===== config.mk =====
export PLATFORM = sky130hd
export DESIGN_NAME = instr_decode_stage_flat
export DESIGN_NICKNAME = d
export VERILOG_FILES = /design/src/rtl/instr_decode_stage_if.sv /design/src/rtl/instr_decode_stage.sv /design/src/flat_wrapper.sv
export SDC_FILE = /design/constraint.sdc
export NUM_CORES = 1
export LEC_CHECK = 0
export BUFFER_PORTS_ARGS = -buffer_cell sky130_fd_sc_hd__buf_2
export CAP_MARGIN = 20
export CORE_MARGIN = 5
export CORE_UTILIZATION = 30
export DETAILED_ROUTE_END_ITERATION = 6
export PLACE_DENSITY = 0.5
export SLEW_MARGIN = 20
export SYNTH_ARGS = -nofsm -noshare
export SYNTH_HDL_FRONTEND = slang
export SYNTH_SLANG_ARGS = --single-unit

===== constraint.sdc =====
create_clock -name clk -period 2.62 [get_ports clk]
set_input_delay 0.262 -clock clk [delete_from_list [all_inputs] [get_ports clk]]
set_output_delay 0.262 -clock clk [all_outputs]
set_load 0.01 [all_outputs]

===== src/rtl/instr_decode_stage_if.sv =====
// Handshake bundle between fetch, the decode stage and the downstream consumer.
// The master side drives words in and applies backpressure; the slave side is
// the decode stage itself.
interface instr_decode_stage_if #(
    parameter int CNT_WIDTH = 32
);
    logic                 in_valid;
    logic                 in_ready;
    logic [31:0]          in_pc;
    logic [31:0]          in_instr;
    logic                 out_valid;
    logic                 out_ready;
    logic [31:0]          out_pc;
    logic [6:0]           out_opcode;
    logic [2:0]           out_funct3;
    logic [6:0]           out_funct7;
    logic [4:0]           out_rd_addr;
    logic [4:0]           out_rs1_addr;
    logic [4:0]           out_rs2_addr;
    logic [31:0]          out_imm;
    logic                 out_rd_we;
    logic                 out_illegal;
    logic [CNT_WIDTH-1:0] out_count;

    modport master (
        output in_valid, in_pc, in_instr, out_ready,
        input  in_ready, out_valid, out_pc, out_opcode, out_funct3, out_funct7,
               out_rd_addr, out_rs1_addr, out_rs2_addr, out_imm, out_rd_we,
               out_illegal, out_count
    );

    modport slave (
        input  in_valid, in_pc, in_instr, out_ready,
        output in_ready, out_valid, out_pc, out_opcode, out_funct3, out_funct7,
               out_rd_addr, out_rs1_addr, out_rs2_addr, out_imm, out_rd_we,
               out_illegal, out_count
    );
endinterface


===== src/rtl/instr_decode_stage.sv =====
// RV32I decode pipeline stage. A main output register plus a one-entry skid
// register give full throughput under backpressure while in_ready stays a
// pure function of registered state. The skid holds the raw word; decoding is
// done on whichever source is about to load the main register.
module instr_decode_stage #(
    parameter int CNT_WIDTH = 32
) (
    input logic                  clk,
    input logic                  rst,
    input logic                  flush,
    instr_decode_stage_if.slave  bus
);
    localparam logic [6:0] OPC_LUI    = 7'b0110111;
    localparam logic [6:0] OPC_AUIPC  = 7'b0010111;
    localparam logic [6:0] OPC_JAL    = 7'b1101111;
    localparam logic [6:0] OPC_JALR   = 7'b1100111;
    localparam logic [6:0] OPC_BRANCH = 7'b1100011;
    localparam logic [6:0] OPC_LOAD   = 7'b0000011;
    localparam logic [6:0] OPC_STORE  = 7'b0100011;
    localparam logic [6:0] OPC_OPIMM  = 7'b0010011;
    localparam logic [6:0] OPC_OP     = 7'b0110011;
    localparam logic [6:0] F7_BASE    = 7'b0000000;
    localparam logic [6:0] F7_VARIANT = 7'b0100000;

    logic                 skid_valid;
    logic [31:0]          skid_pc;
    logic [31:0]          skid_instr;

    logic                 out_valid_q;
    logic [31:0]          out_pc_q;
    logic [6:0]           opcode_q;
    logic [2:0]           funct3_q;
    logic [6:0]           funct7_q;
    logic [4:0]           rd_q;
    logic [4:0]           rs1_q;
    logic [4:0]           rs2_q;
    logic [31:0]          imm_q;
    logic                 rd_we_q;
    logic                 illegal_q;
    logic [CNT_WIDTH-1:0] count_q;

    logic                 accept;
    logic                 emit;
    logic                 main_load;

    logic [31:0]          src_pc;
    logic [31:0]          src_instr;
    logic [2:0]           src_f3;
    logic [6:0]           src_f7;
    logic                 has_rd;
    logic                 has_rs1;
    logic                 has_rs2;
    logic                 dec_illegal;
    logic [31:0]          raw_imm;
    logic [31:0]          dec_imm;
    logic [4:0]           dec_rd;
    logic [4:0]           dec_rs1;
    logic [4:0]           dec_rs2;
    logic                 dec_rd_we;

    assign accept    = bus.in_valid && !skid_valid;
    assign emit      = out_valid_q && bus.out_ready;
    assign main_load = !out_valid_q || bus.out_ready;

    // Decode the word that would load the main register: skid first for FIFO order.
    always_comb begin
        src_pc      = skid_valid ? skid_pc : bus.in_pc;
        src_instr   = skid_valid ? skid_instr : bus.in_instr;
        src_f3      = src_instr[14:12];
        src_f7      = src_instr[31:25];
        has_rd      = 1'b0;
        has_rs1     = 1'b0;
        has_rs2     = 1'b0;
        dec_illegal = 1'b0;
        raw_imm     = 32'd0;
        case (src_instr[6:0])
            OPC_LUI, OPC_AUIPC: begin
                has_rd  = 1'b1;
                raw_imm = {src_instr[31:12], 12'b0};
            end
            OPC_JAL: begin
                has_rd  = 1'b1;
                raw_imm = {{11{src_instr[31]}}, src_instr[31], src_instr[19:12],
                           src_instr[20], src_instr[30:21], 1'b0};
            end
            OPC_JALR: begin
                has_rd      = 1'b1;
                has_rs1     = 1'b1;
                raw_imm     = {{20{src_instr[31]}}, src_instr[31:20]};
                dec_illegal = (src_f3 != 3'b000);
            end
            OPC_BRANCH: begin
                has_rs1     = 1'b1;
                has_rs2     = 1'b1;
                raw_imm     = {{19{src_instr[31]}}, src_instr[31], src_instr[7],
                               src_instr[30:25], src_instr[11:8], 1'b0};
                dec_illegal = (src_f3 == 3'b010) || (src_f3 == 3'b011);
            end
            OPC_LOAD: begin
                has_rd      = 1'b1;
                has_rs1     = 1'b1;
                raw_imm     = {{20{src_instr[31]}}, src_instr[31:20]};
                dec_illegal = (src_f3 == 3'b011) || (src_f3 == 3'b110) || (src_f3 == 3'b111);
            end
            OPC_STORE: begin
                has_rs1     = 1'b1;
                has_rs2     = 1'b1;
                raw_imm     = {{20{src_instr[31]}}, src_instr[31:25], src_instr[11:7]};
                dec_illegal = (src_f3 >= 3'b011);
            end
            OPC_OPIMM: begin
                has_rd  = 1'b1;
                has_rs1 = 1'b1;
                raw_imm = {{20{src_instr[31]}}, src_instr[31:20]};
                if (src_f3 == 3'b001) begin
                    dec_illegal = (src_f7 != F7_BASE);
                end else if (src_f3 == 3'b101) begin
                    dec_illegal = (src_f7 != F7_BASE) && (src_f7 != F7_VARIANT);
                end
            end
            OPC_OP: begin
                has_rd  = 1'b1;
                has_rs1 = 1'b1;
                has_rs2 = 1'b1;
                if (src_f7 == F7_VARIANT) begin
                    dec_illegal = (src_f3 != 3'b000) && (src_f3 != 3'b101);
                end else begin
                    dec_illegal = (src_f7 != F7_BASE);
                end
            end
            default: dec_illegal = 1'b1;
        endcase
        dec_rd    = has_rd  ? src_instr[11:7]  : 5'd0;
        dec_rs1   = has_rs1 ? src_instr[19:15] : 5'd0;
        dec_rs2   = has_rs2 ? src_instr[24:20] : 5'd0;
        dec_imm   = dec_illegal ? 32'd0 : raw_imm;
        dec_rd_we = !dec_illegal && has_rd && (src_instr[11:7] != 5'd0);
    end

    // Main/skid register update and handshake counter; reset beats flush beats handshakes.
    always_ff @(posedge clk) begin
        if (rst) begin
            skid_valid  <= 1'b0;
            skid_pc     <= 32'd0;
            skid_instr  <= 32'd0;
            out_valid_q <= 1'b0;
            out_pc_q    <= 32'd0;
            opcode_q    <= 7'd0;
            funct3_q    <= 3'd0;
            funct7_q    <= 7'd0;
            rd_q        <= 5'd0;
            rs1_q       <= 5'd0;
            rs2_q       <= 5'd0;
            imm_q       <= 32'd0;
            rd_we_q     <= 1'b0;
            illegal_q   <= 1'b0;
            count_q     <= '0;
        end else if (flush) begin
            skid_valid  <= 1'b0;
            out_valid_q <= 1'b0;
        end else begin
            if (emit) begin
                count_q <= count_q + 1'b1;
            end
            if (main_load) begin
                out_valid_q <= skid_valid || accept;
                skid_valid  <= 1'b0;
                if (skid_valid || accept) begin
                    out_pc_q  <= src_pc;
                    opcode_q  <= src_instr[6:0];
                    funct3_q  <= src_f3;
                    funct7_q  <= src_f7;
                    rd_q      <= dec_rd;
                    rs1_q     <= dec_rs1;
                    rs2_q     <= dec_rs2;
                    imm_q     <= dec_imm;
                    rd_we_q   <= dec_rd_we;
                    illegal_q <= dec_illegal;
                end
            end else if (accept) begin
                skid_valid <= 1'b1;
                skid_pc    <= bus.in_pc;
                skid_instr <= bus.in_instr;
            end
        end
    end

    assign bus.in_ready     = !skid_valid;
    assign bus.out_valid    = out_valid_q;
    assign bus.out_pc       = out_pc_q;
    assign bus.out_opcode   = opcode_q;
    assign bus.out_funct3   = funct3_q;
    assign bus.out_funct7   = funct7_q;
    assign bus.out_rd_addr  = rd_q;
    assign bus.out_rs1_addr = rs1_q;
    assign bus.out_rs2_addr = rs2_q;
    assign bus.out_imm      = imm_q;
    assign bus.out_rd_we    = rd_we_q;
    assign bus.out_illegal  = illegal_q;
    assign bus.out_count    = count_q;
endmodule


===== src/flat_wrapper.sv =====
// flat-port wrapper written by rule: the top's interface ports become plain ports
module instr_decode_stage_flat 
#(
    parameter int CNT_WIDTH = 32
)
  (clk, rst, flush, bus_in_valid, bus_in_pc, bus_in_instr, bus_out_ready, bus_in_ready, bus_out_valid, bus_out_pc, bus_out_opcode, bus_out_funct3, bus_out_funct7, bus_out_rd_addr, bus_out_rs1_addr, bus_out_rs2_addr, bus_out_imm, bus_out_rd_we, bus_out_illegal, bus_out_count);
  instr_decode_stage_if #(.CNT_WIDTH(CNT_WIDTH)) bus_i ();
  input logic clk;
  input logic rst;
  input logic flush;
  input wire logic [$bits(bus_i.in_valid)-1:0] bus_in_valid;
  input wire logic [$bits(bus_i.in_pc)-1:0] bus_in_pc;
  input wire logic [$bits(bus_i.in_instr)-1:0] bus_in_instr;
  input wire logic [$bits(bus_i.out_ready)-1:0] bus_out_ready;
  output wire logic [$bits(bus_i.in_ready)-1:0] bus_in_ready;
  output wire logic [$bits(bus_i.out_valid)-1:0] bus_out_valid;
  output wire logic [$bits(bus_i.out_pc)-1:0] bus_out_pc;
  output wire logic [$bits(bus_i.out_opcode)-1:0] bus_out_opcode;
  output wire logic [$bits(bus_i.out_funct3)-1:0] bus_out_funct3;
  output wire logic [$bits(bus_i.out_funct7)-1:0] bus_out_funct7;
  output wire logic [$bits(bus_i.out_rd_addr)-1:0] bus_out_rd_addr;
  output wire logic [$bits(bus_i.out_rs1_addr)-1:0] bus_out_rs1_addr;
  output wire logic [$bits(bus_i.out_rs2_addr)-1:0] bus_out_rs2_addr;
  output wire logic [$bits(bus_i.out_imm)-1:0] bus_out_imm;
  output wire logic [$bits(bus_i.out_rd_we)-1:0] bus_out_rd_we;
  output wire logic [$bits(bus_i.out_illegal)-1:0] bus_out_illegal;
  output wire logic [$bits(bus_i.out_count)-1:0] bus_out_count;
  assign bus_i.in_valid = bus_in_valid;
  assign bus_i.in_pc = bus_in_pc;
  assign bus_i.in_instr = bus_in_instr;
  assign bus_i.out_ready = bus_out_ready;
  assign bus_in_ready = bus_i.in_ready;
  assign bus_out_valid = bus_i.out_valid;
  assign bus_out_pc = bus_i.out_pc;
  assign bus_out_opcode = bus_i.out_opcode;
  assign bus_out_funct3 = bus_i.out_funct3;
  assign bus_out_funct7 = bus_i.out_funct7;
  assign bus_out_rd_addr = bus_i.out_rd_addr;
  assign bus_out_rs1_addr = bus_i.out_rs1_addr;
  assign bus_out_rs2_addr = bus_i.out_rs2_addr;
  assign bus_out_imm = bus_i.out_imm;
  assign bus_out_rd_we = bus_i.out_rd_we;
  assign bus_out_illegal = bus_i.out_illegal;
  assign bus_out_count = bus_i.out_count;
  instr_decode_stage #(.CNT_WIDTH(CNT_WIDTH)) u_core (.clk(clk), .rst(rst), .flush(flush), .bus(bus_i));
endmodule

== After elaboration in Yosys (flattened, before gate mapping) ==
Index checks and enable logic that the tools add are counted.

* $add $sub $neg: 1
* Magnitude comparators: 1
* Equal/unequal tests: 18
* Muxes and demuxes: 14
* Bitwise logic cells: 2
* Reduce and logical (&&, ||, !) cells: 28

{| class="wikitable"
|+ Operator list
! operator !! number
|-
| 32-bit one-hot mux with 5 select lines || 1
|-
| 32-bit 2-to-1 mux || 3
|-
| 32-bit by 1-bit adder with 32-bit output (second input constant) || 1
|-
| 7-bit by 6-bit equality test with 1-bit output (second input constant) || 4
|-
| 7-bit equality test (second input constant) || 3
|-
| 5-bit 2-to-1 mux || 3
|-
| 7-bit by 5-bit equality test with 1-bit output (second input constant) || 2
|-
| 3-bit OR reduction || 4
|-
| 3-bit equality test (second input constant) || 3
|-
| 7-bit by 2-bit equality test with 1-bit output (second input constant) || 1
|-
| 7-bit by 6-bit inequality test with 1-bit output (second input constant) || 1
|-
| 1-bit one-hot mux with 7 select lines || 1
|-
| 7-bit nonzero test || 1
|-
| 7-bit OR reduction || 1
|-
| 3-bit by 2-bit equality test with 1-bit output (second input constant) || 2
|-
| 1-bit logical AND || 6
|-
| 1-bit 2-to-1 mux || 6
|-
| 3-bit AND reduction || 2
|-
| 6-bit OR reduction || 1
|-
| 1-bit logical OR || 5
|-
| 5-bit nonzero test || 1
|-
| 2-bit OR reduction || 2
|-
| 3-bit by 1-bit equality test with 1-bit output (second input constant) || 1
|-
| 3-bit by 2-bit >= comparator with 1-bit output (second input constant) || 1
|-
| 5 further kinds || 8
|}

* Bits in registers: 196
* Input bits: 69
* Output and inout bits: 132
* Logic and storage cells: 79

== Logic depth before layout (Yosys ltp) ==
Gate-level depths: netlist of run 1.

* Depth after elaboration: 9
* Gate-level depth with buffers: 10
* Depth with buffers taken out: 6

== Least setup slack after synthesis of run 1 ==
Ideal clock, no wire load.

* Kind: register -> register
* Start: reg u_core.skid_valid
* End: reg u_core.rd_we_q (netlist: u_core.bus.out_rd_we)
* Setup time: 61 ps
* Arrival time: 2197 ps
* Required time: 2559 ps
* Path slack: 362 ps
* Stages on the path, launching flop included: 9
* Path buffers: 3
* Period minus slack after synthesis: 2258 ps
* Cell sequence: dfxtp_1 > buf_6 > buf_8 > mux2_2 > a2111oi_1 > o311ai_2 > nor4_4 > buf_6 > a32o_1

* Cells in the longest elaborated chain, start to end: 9
* Elaborated cells on any way between the ends: 42
* Those cells by class: 1 x order compare; 18 x eq/ne; 6 x mux; 17 x reduce/logical

{| class="wikitable"
|+ Ends and longest elaborated chain
! element !! RTL line !! text
|-
| start, declared || instr_decode_stage.sv:25 || <nowiki>logic skid_valid;</nowiki>
|-
| start signal, assigned || instr_decode_stage.sv:143 || <nowiki>skid_valid <= 1'b0;</nowiki>
|-
| start signal, assigned || instr_decode_stage.sv:159 || <nowiki>skid_valid <= 1'b0;</nowiki>
|-
| start signal, assigned || instr_decode_stage.sv:167 || <nowiki>skid_valid <= 1'b0;</nowiki>
|-
| 32-bit 2-to-1 mux || instr_decode_stage.sv:68 || <nowiki>src_instr = skid_valid ? skid_instr : bus.in_instr;</nowiki>
|-
| 7-bit by 6-bit inequality test with 1-bit output or 7-bit nonzero test (tied branches) || instr_decode_stage.sv:118, instr_decode_stage.sv:116, instr_decode_stage.sv:128 ||
|-
| 1-bit logical AND || instr_decode_stage.sv:118 || <nowiki>dec_illegal = (src_f7 != F7_BASE) && (src_f7 != F7_VARIANT);</nowiki>
|-
| 1-bit 2-to-1 mux || instr_decode_stage.sv:117 || <nowiki>end else if (src_f3 == 3'b101) begin</nowiki>
|-
| 1-bit 2-to-1 mux || instr_decode_stage.sv:115 || <nowiki>if (src_f3 == 3'b001) begin</nowiki>
|-
| 1-bit one-hot mux with 7 select lines || instr_decode_stage.sv:76 || <nowiki>case (src_instr[6:0])</nowiki>
|-
| 1-bit logical NOT || instr_decode_stage.sv:137 || <nowiki>dec_rd_we = !dec_illegal && has_rd && (src_instr[11:7] != 5'd0);</nowiki>
|-
| 1-bit logical AND (2 in a row) || instr_decode_stage.sv:137 ||
|-
| end signal, assigned || instr_decode_stage.sv:177 || <nowiki>rd_we_q <= dec_rd_we;</nowiki>
|-
| end, declared || instr_decode_stage.sv:38 || <nowiki>logic rd_we_q;</nowiki>
|}

Parallel ways exist; a longest one is shown, timed or not.
A chain may end at the register's enable or synchronous reset.

== Worst setup path after layout of run 1 ==
* Start: reg u_core.skid_valid
* End: reg u_core.imm_q[31] (netlist: u_core.bus.out_imm[31])

* Cells in the longest elaborated chain, start to end: 7
* Elaborated cells on any way between the ends: 40
* Those cells by class: 1 x order compare; 18 x eq/ne; 7 x mux; 14 x reduce/logical

{| class="wikitable"
|+ Ends and longest elaborated chain
! element !! RTL line !! text
|-
| 32-bit 2-to-1 mux || instr_decode_stage.sv:68 ||
|-
| 7-bit by 6-bit inequality test with 1-bit output or 7-bit nonzero test (tied branches) || instr_decode_stage.sv:118, instr_decode_stage.sv:116, instr_decode_stage.sv:128 ||
|-
| 1-bit logical AND || instr_decode_stage.sv:118 ||
|-
| 1-bit 2-to-1 mux || instr_decode_stage.sv:117 ||
|-
| 1-bit 2-to-1 mux || instr_decode_stage.sv:115 ||
|-
| 1-bit one-hot mux with 7 select lines || instr_decode_stage.sv:76 ||
|-
| 32-bit 2-to-1 mux || instr_decode_stage.sv:136 || <nowiki>dec_imm = dec_illegal ? 32'd0 : raw_imm;</nowiki>
|-
| end signal, assigned || instr_decode_stage.sv:176 || <nowiki>imm_q <= dec_imm;</nowiki>
|-
| end, declared || instr_decode_stage.sv:37 || <nowiki>logic [31:0] imm_q;</nowiki>
|}

Parallel ways exist; a longest one is shown, timed or not.

==> qor_table.md, run 1 <==
| Result | This run |
|---|---|
| Classification of the worst setup path | reg2reg |
| CTS tree | yes |
| Remaining design rule violation count | 0 |
| Ant diodes | 0 |
| Fraction of layout instances using a drive strength above 1 | 25.81% |
| Number of instances in the synthesized netlist | 938 |
| Max-Cap Viols | 0 |
| Number of search-and-repair iterations in the first detailed-routing pass | 5 |
| Post-Syn Area per Cell | 8.870 µm² |
| Core outline area | 0.02755 mm² |
| Final min period | 2.518 ns |
| Static leakage power | 4.088 nW |
| Avg Vias per Cell | 4.841 |
| Worst Setup End Kind | register |
| Critical Path Fanout Max | 33 |
| Post-detailed-placement cell area | 0.009801 mm² |
| Top cell type by total area after synthesis | sky130_fd_sc_hd__dfxtp_1 |
| Data arrival, critical path | 2.84 ns |
| Cell variety after synth | 69 |
| Proportion of netlist area held by the largest area contributor | 47.16% |
| Power density cells | 594.1 mW/mm² |
| Layout overhead on the synthesized area | 24.60% |
| Post-synth top flop | sky130_fd_sc_hd__dfxtp_1 |
| Final instance area | 0.01037 mm² |
| Horizontal die dimension | 176.5 µm |
| Number of nets produced by synthesis | 1,008 |
| Weighted congestion at the end of routability-driven global placement | 0.8690 |
| Io pins | 201 |
| Netlist Area Pre-Place | 0.008320 mm² |
| Floorplan die height | 176.5 µm |
| GRT Overall Usage | 15.82% |
| Number of enable flip-flop cells after synthesis | 0 |
| Register-to-register setup slack | 0.10 ns |
| Maximum number of pins on one net before global-route repair | 98 |
| Clock sink count | 196 |
| Count of port buffers added during placement | 200 |
| Count of cells resized by post-cts repair | 0 |
| Gr ovfl total | 0 |
| Status | complete, no violations |
| TritonCTS Buffers | 17 |
| FFs w/ async S/R, synth | 0% |
| Logic depth of the worst register-to-register path | 8 |
| Number of failing hold endpoints at the final stage | 0 |
| Hold path depth | 3 |
| WHS Endpoint | u_core.skid_instr[9] |
| Initial core utilization | 30.20% |
| Worst flop-to-flop path startpoint | u_core.skid_valid |
| Clk pin slew, worst setup/hold paths | 0.08 ns |
| Min-Delay Path Class | in2reg |
| Final setup TNS | 0 ns |
| Startpoint type of the worst setup path | register |
| Count of routing violations after the opening detailed-route iteration | 427 |
| Worst hold start | bus_in_instr[9] |
| Net count of the finished layout | 1,192 |
| YS warnings | 0 |
| Register bit count reported by yosys | 196 |
| Relative slew margins | 62.36% |
| Required time at the worst-slack endpoint | 2.94 ns |
| Setup repair after global routing missed its margin | no |
| Global-route wire length before repair | 39.63 mm |
| Htree depth | 4 |
| Placed wire-length estimate | 17.25 mm |
| Reg-to-reg critical path endpoint | u_core.bus.out_imm[31] |
| Via count of the first global-routing pass | 6,954 |
| Initial antenna violation count | 1 |
| Fillers | 2,850 |
| Standard-cell rows | 61 |
| Buffers inserted by post-CTS timing repair | 0 |
| Hold Buf Count CTS | 0 |
| Clock skew after layout | 0.01419 ns |
| Die Outline Area | 0.03117 mm² |
| Total number of vias | 7,324 |
| Worst skew pair latency | 0.43 ns |
| Post-synthesis sequential area ratio | 47.16% |
| Period Utilization, post-route | 96.10% |
| Number of setup violations in the final report | 0 |
| Maximum clock frequency | 397.2 MHz |
| CTS root buf | sky130_fd_sc_hd__clkbuf_16 |
| ANT nets after route | 0 |
| Power, Total | 6.160 mW |
| Transition time of the tightest slew-check pin | 0.5646 ns |
| Final cell utilization of the core | 37.63% |
| Total detailed-routing wirelength | 25.02 mm |
| Fin. max-slew vios | 0 |
| Maximum VDD drop | 0.4291 mV |
| Cells taking the most area after synthesis | sky130_fd_sc_hd__dfxtp_1 (47%), sky130_fd_sc_hd__nand2_1 (6.8%), sky130_fd_sc_hd__mux2i_1 (6.7%), sky130_fd_sc_hd__nor2_1 (5.0%), sky130_fd_sc_hd__a21oi_1 (4.8%) |
| Worst-case clock buffer depth | 2 |
| Routed len/inst | 16.54 µm |
stage by stage:
| stage | worst slack (ns) | hold slack (ns) | cells |
|---|---|---|---|
| after floorplan | 0.3624 | 0.3405 | 938 |
| after global placement | 0.1764 | 0.4379 | 1481 |
| after detailed placement | 0.1125 | 0.4451 | 1481 |
| after CTS | 0.1121 | 0.04697 | 1513 |
| after global routing | 0.002652 | 0.04624 | 1513 |
| final | 0.1022 | 0.06530 | 1513 |
worst max path at each step:
stage               slack [ns]  cells past startpoint              start                      to
floorplan                 0.36                      8  u_core.skid_valid    u_core.bus.out_rd_we
global placement          0.18                      8  u_core.skid_valid  u_core.bus.out_imm[31]
detailed placement        0.11                      8  u_core.skid_valid   u_core.bus.out_imm[9]
CTS                       0.11                      8  u_core.skid_valid   u_core.bus.out_imm[9]
global route             0.003                      8  u_core.skid_valid   u_core.bus.out_imm[9]
finish                    0.10                      8  u_core.skid_valid  u_core.bus.out_imm[31]
cells in the final DEF (no fill, tap or decap), types with 2 or more instances in the layout:
cell type / netlist / final
sky130_fd_sc_hd__a21oi_1: 79 / 79
sky130_fd_sc_hd__nand2_1: 150 / 150
sky130_fd_sc_hd__nand2b_1: 5 / 5
sky130_fd_sc_hd__clkinvlp_4: 0 / 2
sky130_fd_sc_hd__nor2_2: 1 / 2
sky130_fd_sc_hd__and4_1: 4 / 4
sky130_fd_sc_hd__and3_1: 4 / 3
sky130_fd_sc_hd__mux2i_1: 56 / 56
sky130_fd_sc_hd__inv_8: 0 / 3
sky130_fd_sc_hd__a311oi_1: 2 / 2
sky130_fd_sc_hd__o22ai_1: 5 / 5
sky130_fd_sc_hd__mux2_1: 2 / 2
sky130_fd_sc_hd__a211oi_1: 48 / 48
sky130_fd_sc_hd__o21ai_0: 16 / 16
sky130_fd_sc_hd__or3_1: 4 / 4
sky130_fd_sc_hd__inv_1: 6 / 6
sky130_fd_sc_hd__nand3_1: 18 / 17
sky130_fd_sc_hd__nor4_1: 7 / 7
sky130_fd_sc_hd__nand4b_1: 2 / 2
sky130_fd_sc_hd__nor3b_1: 3 / 3
sky130_fd_sc_hd__nor2_1: 111 / 110
sky130_fd_sc_hd__buf_4: 2 / 28
sky130_fd_sc_hd__a21o_1: 10 / 10
sky130_fd_sc_hd__xnor2_1: 9 / 9
sky130_fd_sc_hd__nand4_1: 7 / 7
sky130_fd_sc_hd__dfxtp_1: 196 / 195
sky130_fd_sc_hd__mux2_2: 11 / 11
sky130_fd_sc_hd__a32o_1: 6 / 6
sky130_fd_sc_hd__a22oi_1: 11 / 11
sky130_fd_sc_hd__buf_2: 7 / 199
sky130_fd_sc_hd__clkbuf_8: 0 / 2
sky130_fd_sc_hd__clkinv_4: 0 / 3
sky130_fd_sc_hd__clkbuf_16: 0 / 17
sky130_fd_sc_hd__nor3_1: 15 / 14
sky130_fd_sc_hd__xor2_1: 20 / 20
sky130_fd_sc_hd__buf_12: 0 / 5
sky130_fd_sc_hd__a22o_1: 29 / 29
sky130_fd_sc_hd__inv_6: 0 / 4
sequential cells by signal, summed over array words and instances (netlist names):
name and flops:
u_core.bus.out_count 32, u_core.bus.out_imm 32, u_core.bus.out_pc 32, u_core.skid_instr 32
u_core.skid_pc 32, u_core.bus.out_funct7 7, u_core.bus.out_opcode 7, u_core.bus.out_rd_addr 5
u_core.bus.out_rs1_addr 5, u_core.bus.out_rs2_addr 5, u_core.bus.out_funct3 3, u_core.bus.out_illegal 1
u_core.bus.out_rd_we 1, u_core.bus.out_valid 1, u_core.skid_valid 1
logic make-up (layout without fill, tap and decap cells):
| kind of cell | count (synthesis) | after routing | share of synthesized area [%] |
|---|---|---|---|
| DFF | 196 | 196 | 47.16 |
| adders and majority gates | 1 | 1 | 0.1504 |
| muxes | 70 | 70 | 8.767 |
| xor gates and xnor gates | 29 | 29 | 3.053 |
| buffers and inverters | 74 | 271 | 4.120 |
| and+or+nand+nor | 345 | 345 | 18.41 |
| AOI/OAI and AO/OA | 223 | 223 | 18.35 |
metal layers:
| layer | share of wire, % | GRT usage, % | vias up |
|---|---|---|---|
| met5 | 0.052 | 0 | - |
| met4 | 0.80 | 3.611 | 2 |
| met3 | 5.4 | 3.576 | 14 |
| met2 | 45 | 24.62 | 183 |
| met1 | 49 | 22.45 | 3416 |
| li1 | - | - | 3709 |
area by class of cell:
cell class              count  area (µm²)  share of cell area [%]
multi-input cells         668        4068                   39.24
clock inverters            12       110.1                   1.062
flip-flops and latches    196        3928                   37.88
well taps                 378       473.0                   4.562
clock buffers              20       456.7                   4.405
repair buffers            232        1306                   12.60
inverters                   7       26.28                  0.2534
synthesized netlist by cell type, types with 3 or more instances:
| master | number |
|---|---|
| sky130_fd_sc_hd__xor2_1 | 20 |
| sky130_fd_sc_hd__a32o_1 | 6 |
| sky130_fd_sc_hd__nor4_1 | 7 |
| sky130_fd_sc_hd__buf_6 | 5 |
| sky130_fd_sc_hd__nand4_1 | 7 |
| sky130_fd_sc_hd__mux2i_1 | 56 |
| sky130_fd_sc_hd__a22oi_1 | 11 |
| sky130_fd_sc_hd__xnor2_1 | 9 |
| sky130_fd_sc_hd__a22o_1 | 29 |
| sky130_fd_sc_hd__buf_2 | 7 |
| sky130_fd_sc_hd__nand2b_1 | 5 |
| sky130_fd_sc_hd__and3_1 | 4 |
| sky130_fd_sc_hd__o21ai_0 | 16 |
| sky130_fd_sc_hd__nor3b_1 | 3 |
| sky130_fd_sc_hd__nand2_1 | 150 |
| sky130_fd_sc_hd__a21oi_1 | 79 |
| sky130_fd_sc_hd__a21o_1 | 10 |
| sky130_fd_sc_hd__clkbuf_1 | 50 |
| sky130_fd_sc_hd__or3_1 | 4 |
| sky130_fd_sc_hd__dfxtp_1 | 196 |
| sky130_fd_sc_hd__nor3_1 | 15 |
| sky130_fd_sc_hd__mux2_2 | 11 |
| sky130_fd_sc_hd__and4_1 | 4 |
| sky130_fd_sc_hd__inv_1 | 6 |
| sky130_fd_sc_hd__o22ai_1 | 5 |
| sky130_fd_sc_hd__nor2_1 | 111 |
| sky130_fd_sc_hd__a211oi_1 | 48 |
| sky130_fd_sc_hd__nand3_1 | 18 |
report_power, final:
group | switching, mW | internal, mW | total (mW) | leakage, nW
clock network | 1.28 | 1.31 | 2.59 | 0.274
registers | 0.0313 | 3.04 | 3.07 | 1.59
logic | 0.309 | 0.189 | 0.498 | 2.22
critical path, cell delays in order (launching register included):
cell and delay (ns):
sky130_fd_sc_hd__dfxtp_4 0.40, sky130_fd_sc_hd__buf_12 0.18, sky130_fd_sc_hd__or4bb_1 0.55, sky130_fd_sc_hd__nand2_1 0.17
sky130_fd_sc_hd__a2111oi_1 0.12, sky130_fd_sc_hd__o311ai_2 0.42, sky130_fd_sc_hd__nor4_4 0.11, sky130_fd_sc_hd__buf_12 0.19
sky130_fd_sc_hd__a32o_1 0.25
Power figures use the tool's default switching activity.
==> run 2, diff against run 1 <==
- ABC_AREA: unset -> 1
- PLACE_DENSITY: 0.5 -> 0.49
==> qor_table.md, run 2 <==
| Result | This run | Change |
|---|---|---|
| Total number of vias | 8,720 | +19% |
| Worst-case clock buffer depth | 2 | unchanged |
| Data arrival, critical path | 2.71 ns | -0.13 ns |
| Power, Total | 6.370 mW | +3.4% |
| Count of routing violations after the opening detailed-route iteration | 507 | +19% |
| CTS root buf | sky130_fd_sc_hd__clkbuf_16 |  |
| Post-detailed-placement cell area | 0.01028 mm² | +4.9% |
| Post-Syn Area per Cell | 7.017 µm² | -21% |
| Proportion of power drawn by combinational gates | 8.9% | +0.8 points |
| Htree depth | 4 | unchanged |
| Clock sink count | 196 | unchanged |
| Period Utilization, post-route | 89.62% | -6.5 points |
| Hold Buf Count CTS | 0 | unchanged |
| Classification of the worst setup path | reg2reg |  |
| Startpoint of the worst setup timing path | u_core.skid_valid |  |
| Global-route wire length before repair | 46.40 mm | +17% |
| Adder-Cell Fraction of Synth Area | 0.1397% | -0.011 points |
| Initial antenna violation count | 6 | +5 |
| Floorplan die height | 182.8 µm | +3.5% |
| Number of setup violations in the final report | 0 | unchanged |
| Standard-cell rows | 63 | +3.3% |
| Total detailed-routing wirelength | 28.94 mm | +16% |
| Transition time of the tightest slew-check pin | 0.8851 ns | +0.3205 ns |
| Final setup TNS | 0 ns | unchanged |
| Final cell count without fillers | 1,844 | +22% |
| Post-synthesis share of cell area spent on xor and xnor gates | 1.369% | -1.7 points |
| Dpl cells | 1,809 | +22% |
| Gr ovfl total | 0 | unchanged |
| Fillers | 3,264 | +15% |
| Number of nets produced by synthesis | 1,346 | +34% |
| Net count of the finished layout | 1,508 | +27% |
| Clk pin slew, worst setup/hold paths | 0.08 ns | about the same |
| Final instance area | 0.01090 mm² | +5.1% |
| Horizontal die dimension | 182.8 µm | +3.5% |
| Via count of the first global-routing pass | 8,322 | +20% |
| TritonCTS Buffers | 17 | unchanged |
| Compound-Gate Fraction of Synth Area | 17.17% | -1.2 points |
| Weighted congestion at the end of routability-driven global placement | 0.8658 | -0.37% |
| Static leakage power | 4.706 nW | +15% |
| Power density cells | 584.5 mW/mm² | -1.6% |
| Die Outline Area | 0.03340 mm² | +7.2% |
| Main combinational cell family by area after synthesis | simple AND/OR/NAND/NOR gates |  |
| Routed len/inst | 15.69 µm | -5.1% |
| Io pins | 201 | unchanged |
| Multi-input logic area | 0.004279 mm² | +5.2% |
| Status | complete, no violations |  |
| Initial core utilization | 30.29% | +0.091 points |
| Number of search-and-repair iterations in the first detailed-routing pass | 7 | +2 |
| Layout overhead on the synthesized area | 21.70% |  |
| Startpoint type of the worst setup path | register |  |
| Min-Delay Path Class | in2reg |  |
| Proportion of netlist area held by the largest area contributor | 43.82% | -3.3 points |
| Worst skew pair latency | 0.43 ns | about the same |
| Avg Vias per Cell | 4.729 | -2.3% |
| Most common cell after layout, fill and taps aside | sky130_fd_sc_hd__nand2_1 |  |
| Relative slew margins | 40.99% | -21 points |
| CTS tree | yes |  |
| Fin. max-slew vios | 0 | unchanged |
| Net switching power | 1.752 mW | +7.8% |
| Sw Ratio | 27.50% | +1.1 points |
| Top cell type by total area after synthesis | sky130_fd_sc_hd__dfxtp_1 |  |
| Worst Setup End Kind | register |  |
| Sequential cell fraction of total power | 48.6% | -1.2 points |
| ANT nets after route | 0 | unchanged |
| Required time at the worst-slack endpoint | 2.98 ns | +0.04 ns |
| Final min period | 2.348 ns | -0.1698 ns |
| Basic-gate share of the synthesized area counting and, or, nand and nor cells | 28.93% | +11 points |
| Remaining design rule violation count | 0 | unchanged |
| Share of synthesized area spent on multiplexers | 0% | -8.8 points |
| Count of port buffers added during placement | 200 | unchanged |
| FFs w/ async S/R, synth | 0% | unchanged |
| GRT Overall Usage | 17.11% | +1.3 points |
| Max-Cap Viols | 0 | unchanged |
| Number of enable flip-flop cells after synthesis | 0 | unchanged |
| Core outline area | 0.02956 mm² | +7.3% |
| Cells taking the most area after synthesis | sky130_fd_sc_hd__dfxtp_1 (44%), sky130_fd_sc_hd__nand2_1 (14%), sky130_fd_sc_hd__o21ai_0 (7.6%), sky130_fd_sc_hd__a21oi_1 (5.8%), sky130_fd_sc_hd__nor2_1 (5.8%) |  |
| Commonest non-fill, non-tap cells in the layout | sky130_fd_sc_hd__nand2_1 (322), sky130_fd_sc_hd__buf_2 (200), sky130_fd_sc_hd__dfxtp_1 (195) |  |
| Fraction of layout instances using a drive strength above 1 | 20.95% | -4.9 points |
| Clock network fraction of design power | 42.5% | +0.4 points |
| Design internal power | 4.618 mW | +1.8% |
| Cell types with the highest counts after synthesis | sky130_fd_sc_hd__nand2_1 (324), sky130_fd_sc_hd__dfxtp_1 (196), sky130_fd_sc_hd__nor2_1 (138), sky130_fd_sc_hd__o21ai_0 (136), sky130_fd_sc_hd__a21oi_1 (104) |  |
| Critical Path Fanout Max | 28 | -15% |
| Maximum VDD drop | 0.3818 mV | -11% |
| Worst hold start | bus_in_instr[17] |  |
| Clock skew after layout | 0.01189 ns | -0.002308 ns |
| Register bit count reported by yosys | 196 | unchanged |
| Placed wire-length estimate | 20.44 mm | +19% |
| Maximum clock frequency | 425.9 MHz | +7.2% |
| Maximum number of pins on one net before global-route repair | 73 | -26% |
| Netlist Area Pre-Place | 0.008954 mm² | +7.6% |
| YS warnings | 0 | unchanged |
| Number of failing hold endpoints at the final stage | 0 | unchanged |
| Most instantiated library cell after synthesis | sky130_fd_sc_hd__nand2_1 |  |
| Cell variety after synth | 37 | -46% |
| Worst hold slack across all endpoints | 0.08145 ns | +0.01615 ns |
| Post-synthesis sequential area ratio | 43.82% | -3.3 points |
| Post-synth top flop | sky130_fd_sc_hd__dfxtp_1 |  |
| Worst flop-to-flop path startpoint | u_core.skid_valid |  |
| Sequential standard cell area | 0.003928 mm² | unchanged |
| Number of instances in the synthesized netlist | 1,276 | +36% |
| Setup repair after global routing missed its margin | no |  |
## run 2: cell types whose count changed in the layout (fill, tap and decap cells not counted), moves of 25 or more
cell                       change
sky130_fd_sc_hd__nand2_1     +172
sky130_fd_sc_hd__o21ai_0     +120
sky130_fd_sc_hd__inv_1        +87
sky130_fd_sc_hd__mux2i_1      -56
sky130_fd_sc_hd__a211oi_1     -48
sky130_fd_sc_hd__nand3_1      +37
sky130_fd_sc_hd__a31oi_1      +33
sky130_fd_sc_hd__a22o_1       -29
sky130_fd_sc_hd__nor2_1       +28
sky130_fd_sc_hd__a21oi_1      +25
sky130_fd_sc_hd__nand4_1      +25
## run 2: timing repair
item / in CTS / in global routing
gates resized for setup: 0 / 5
endpoints found under the setup margin: 0 / 38
buffers inserted: 0 / 0
## run 2: path summary, 6_finish.rpt
kind,to,cells after the start,slack [ns]
max,u_core.bus.out_imm[12],14,0.27
min,u_core.skid_instr[17],3,0.08
min reg2reg,u_core.skid_instr[0],2,0.45
max reg2reg,u_core.bus.out_imm[12],14,0.27
## run 2: cell type report
class	count	share of cell area [%]
repair buffers	224	11.25
flip-flops and latches	196	36.04
clock buffers	18	3.938
clock inverters	14	1.516
multi-input cells	901	39.27
diodes	3	0.06889
inverters	98	3.433
well taps	390	4.478
## run 2: per-layer routing
| metal | vias to the layer above | part of all wire, % | global-route usage, % |
|---|---|---|---|
| met5 | - | 0.20 | 0 |
| met4 | 8 | 2.2 | 5.644 |
| met3 | 40 | 5.7 | 3.530 |
| met2 | 230 | 43 | 25.72 |
| met1 | 3939 | 49 | 24.53 |
| li1 | 4503 | - | - |
## run 2: per-stage QoR
step                util, %  worst slack, ns
floorplan                 -           0.6195
global placement      34.76           0.1929
detailed placement    34.76           0.1021
CTS                   36.77           0.1015
global route          36.86          0.01213
finish                36.86           0.2720
## run 2: cells by family (layout without fill, tap and decap cells)
logic type	Yosys count	count (layout)
adders and majority gates	1	1
xor gates and xnor gates	14	14
and+or+nand+nor	597	597
DFF	196	196
buffers and inverters	179	354
AOI/OAI and AO/OA	289	289
other	0	3
## run 2: critical path, stage by stage, from the launching register on
cell                      delay (ns)
sky130_fd_sc_hd__dfxtp_4        0.45
sky130_fd_sc_hd__inv_6          0.16
sky130_fd_sc_hd__nand2_1        0.07
sky130_fd_sc_hd__nand2_1        0.13
sky130_fd_sc_hd__nand2_4        0.09
sky130_fd_sc_hd__nor2_4         0.29
sky130_fd_sc_hd__nand2_1        0.20
sky130_fd_sc_hd__nand2_1        0.10
sky130_fd_sc_hd__nor2_1         0.05
sky130_fd_sc_hd__nand2_1        0.07
sky130_fd_sc_hd__nand2_2        0.06
sky130_fd_sc_hd__nor2_4         0.12
sky130_fd_sc_hd__buf_6          0.23
sky130_fd_sc_hd__nand3_1        0.12
sky130_fd_sc_hd__a21oi_1        0.13
## run 2: power groups by stage
stage	Combinational, mW	Clock (mW)	Sequential, mW
6_report	0.564	2.71	3.10
5_1_grt	0.638	2.91	3.11
4_1_cts	0.570	2.79	3.10
3_5_place_dp	0.568	0	3.17
3_3_place_gp	0.566	0	3.17
2_1_floorplan	0.303	0	3.19
==> run 3, diff against run 2 <==
==> constraint.sdc (replaced) <==
create_clock -name clk -period 2.62 [get_ports clk]
set_input_delay 0.131 -clock clk [delete_from_list [all_inputs] [get_ports clk]]
set_output_delay 0.131 -clock clk [all_outputs]
set_load 0.01 [all_outputs]
==> qor_table.md, run 3 (synthesized netlist as in run 2, its figures left out) <==
| Result | This run | Change |
|---|---|---|
| Relative slew margins | 40.19% | -0.81 points |
| Number of setup violations in the final report | 0 | unchanged |
| Total number of vias | 8,936 | +2.5% |
| Net count of the finished layout | 1,554 | +3.1% |
| Horizontal die dimension | 182.8 µm | unchanged |
| Critical path endpoint | u_core.bus.out_imm[9] |  |
| Core outline area | 0.02956 mm² | unchanged |
| Period Utilization, post-route | 90.82% | +1.2 points |
| Final instance area | 0.01138 mm² | +4.4% |
| Fin. max-slew vios | 0 | unchanged |
| Commonest non-fill, non-tap cells in the layout | sky130_fd_sc_hd__nand2_1 (322), sky130_fd_sc_hd__buf_2 (200), sky130_fd_sc_hd__dfxtp_1 (195) |  |
| Clock sink count | 196 | unchanged |
| Standard-cell rows | 63 | unchanged |
| Maximum number of pins on one net before global-route repair | 73 | unchanged |
| Reg-to-reg critical path endpoint | u_core.bus.out_imm[9] |  |
| ANT nets after route | 0 | unchanged |
| Critical Path Fanout Max | 28 | unchanged |
| Via count of the first global-routing pass | 8,532 | +2.5% |
| Met3 GRT Util | 3.788% | +0.26 points |
| Clk pin slew, worst setup/hold paths | 0.08 ns | about the same |
| Met2 usage in global routing | 26.36% | +0.64 points |
| Floorplan die height | 182.8 µm | unchanged |
| Io pins | 201 | unchanged |
| Worst-case clock buffer depth | 2 | unchanged |
| Most common cell after layout, fill and taps aside | sky130_fd_sc_hd__nand2_1 |  |
| Post-detailed-placement cell area | 0.01024 mm² | -0.32% |
| Remaining design rule violation count | 0 | unchanged |
| Slowest-stage cell, CP | sky130_fd_sc_hd__dfxtp_4 |  |
| Startpoint type of the worst setup path | register |  |
| Htree depth | 4 | unchanged |
| Final cell count without fillers | 1,891 | +2.5% |
| Initial antenna violation count | 4 | -2 |
| Maximum VDD drop | 0.3403 mV | -11% |
| Classification of the worst setup path | reg2reg |  |
| Transition time of the tightest slew-check pin | 0.8972 ns | +0.01211 ns |
| Placed wire-length estimate | 20.13 mm | -1.5% |
| Clock skew after layout | 0.01278 ns | +0.0008948 ns |
| Avg Vias per Cell | 4.726 | about the same |
| Final cell utilization of the core | 38.48% | +1.6 points |
| Max-Cap Viols | 0 | unchanged |
| Count of routing violations after the opening detailed-route iteration | 543 | +7.1% |
| Cell-by-cell trace of the critical path | buf_4 > nor2_1 > nor3_2 > inv_2 > nor2_1 > nand3_1 > a21oi_1 |  |
| Register-to-register setup slack | 0.24 ns | -0.03 ns |
| GRT Overall Usage | 17.07% | -0.037 points |
| Worst skew pair latency | 0.43 ns | about the same |
| Maximum clock frequency | 420.3 MHz | -1.3% |
| Met1 global-route usage | 24.19% | -0.34 points |
| Worst flop-to-flop path startpoint | u_core.skid_valid |  |
| Count of port buffers added during placement | 200 | unchanged |
| Largest delay share family, worst path | simple AND/OR/NAND/NOR gates |  |
| Die Outline Area | 0.03340 mm² | unchanged |
| Dpl cells | 1,803 | -0.33% |
| Crit path depth | 7 | -7 |
| Stage delay of the slowest cell on the critical path | 0.54 ns | +0.09 ns |
| Static leakage power | 4.884 nW | +3.8% |
| Global-route wire length before repair | 46.26 mm | -0.30% |
| CTS tree | yes |  |
| CTS root buf | sky130_fd_sc_hd__clkbuf_16 |  |
| Gr ovfl total | 0 | unchanged |
| Required time at the worst-slack endpoint | 2.98 ns | about the same |
| Worst Setup End Kind | register |  |
| Min-Delay Path Class | in2reg |  |
| Final setup TNS | 0 ns | unchanged |
| Number of search-and-repair iterations in the first detailed-routing pass | 5 | -2 |
| Most used cell along the critical path | sky130_fd_sc_hd__nor2_1 |  |
| Data arrival, critical path | 2.74 ns | +0.03 ns |
| Fraction of layout instances using a drive strength above 1 | 19.97% | -0.98 points |
| Worst hold slack across all endpoints | 0.02256 ns | -0.05889 ns |
| Power density cells | 557.0 mW/mm² | -4.7% |
| Initial core utilization | 30.29% | unchanged |
| Layout overhead on the synthesized area | 27.05% |  |
| Final min period | 2.379 ns | +0.03140 ns |
| TritonCTS Buffers | 17 | unchanged |
| Weighted congestion at the end of routability-driven global placement | 0.8806 | +1.7% |
| Number of failing hold endpoints at the final stage | 0 | unchanged |
| Setup repair after global routing missed its margin | no |  |
| Startpoint of the worst setup timing path | u_core.skid_valid |  |
| Routed len/inst | 15.29 µm | -2.6% |
| Logic depth of the worst register-to-register path | 7 | -7 |
| Status | complete, no violations |  |
| Total detailed-routing wirelength | 28.91 mm | -0.12% |
| Busiest layer in global routing | met2 |  |
| Critical path buffer and inverter count | 2 | unchanged |
| Buffers inserted by post-CTS timing repair | 0 | unchanged |
==> run 3: changes by cell type in the layout (fill, tap and decap cells not counted) <==
| cell | before | now |
|---|---|---|
| sky130_fd_sc_hd__clkinvlp_4 | 0 | 1 |
| sky130_fd_sc_hd__clkbuf_8 | 0 | 1 |
| sky130_fd_sc_hd__nor3_1 | 11 | 10 |
| sky130_fd_sc_hd__diode_2 | 3 | 4 |
| sky130_fd_sc_hd__nor3_4 | 1 | 0 |
| sky130_fd_sc_hd__clkinv_2 | 2 | 1 |
| sky130_fd_sc_hd__buf_12 | 3 | 4 |
| sky130_fd_sc_hd__bufinv_16 | 1 | 0 |
| sky130_fd_sc_hd__dlygate4sd3_1 | 0 | 52 |
| sky130_fd_sc_hd__nor3_2 | 1 | 3 |
| sky130_fd_sc_hd__buf_6 | 2 | 3 |
| sky130_fd_sc_hd__buf_4 | 19 | 11 |
==> run 3: how the worst min path moves through the flow <==
stage / from / to / depth (start not counted) / slack, ns
after global placement: bus_in_instr[8] / u_core.skid_instr[8] / 3 / 0.38
final: bus_in_instr[14] / u_core.skid_instr[14] / 3 / 0.02
after floorplan: flush / u_core.bus.out_valid / 1 / 0.24
after CTS: bus_in_instr[7] / u_core.skid_instr[7] / 3 / 0.001
after detailed placement: bus_in_instr[15] / u_core.skid_instr[15] / 3 / 0.39
after global routing: bus_in_instr[14] / u_core.skid_instr[14] / 3 / 0.03
==> run 3: layout make-up <==
class | instances | area, µm²
Clock buffer | 19 | 442.9
Clock inverter | 13 | 137.6
Antenna cell | 4 | 10.01
Tap cell | 390 | 488.0
Fill cell | 3205 | 18180
Timing Repair Buffer | 270 | 1718
Inverter | 98 | 374.1
Sequential cell | 196 | 3928
Multi-Input combinational cell | 901 | 4278
==> run 3: where the power goes <==
group	leakage [nW]	total [mW]	switching [mW]	internal, mW
logic	3.01	0.627	0.385	0.242
clock network	0.282	2.61	1.31	1.30
registers	1.59	3.10	0.0430	3.05
total	4.88	6.34	1.74	4.60
==> run 3: worst reg2reg max path: cells and delay by family (launching register included) <==
family	cells	cell delay, ns
and+or+nand+nor	4	0.99
AOI/OAI and AO/OA	1	0.12
buffers and inverters	2	0.67
DFF	1	0.54
==> run 3: through the flow <==
stage | worst slack (ns) | total power, mW
6_report | 0.2406 | 6.337
5_1_grt | 0.002141 | 6.647
4_1_cts | 0.1728 | 6.447
3_5_place_dp | 0.1785 | 3.735
3_3_place_gp | 0.1906 | 3.734
2_1_floorplan | 0.6195 | 3.491
==> run 3: layer usage <==
metal | vias up | routed length [µm]
met5 | - | 0
met4 | 0 | 474
met3 | 23 | 1628
met2 | 226 | 12650
met1 | 4080 | 14150
li1 | 4607 | -
==> run 3: timing repair <==
item	CTS	global route
gates resized for setup	0	6
hold buffers	52	0
hold endpoints to repair	84	0
endpoints found under the setup margin	0	36
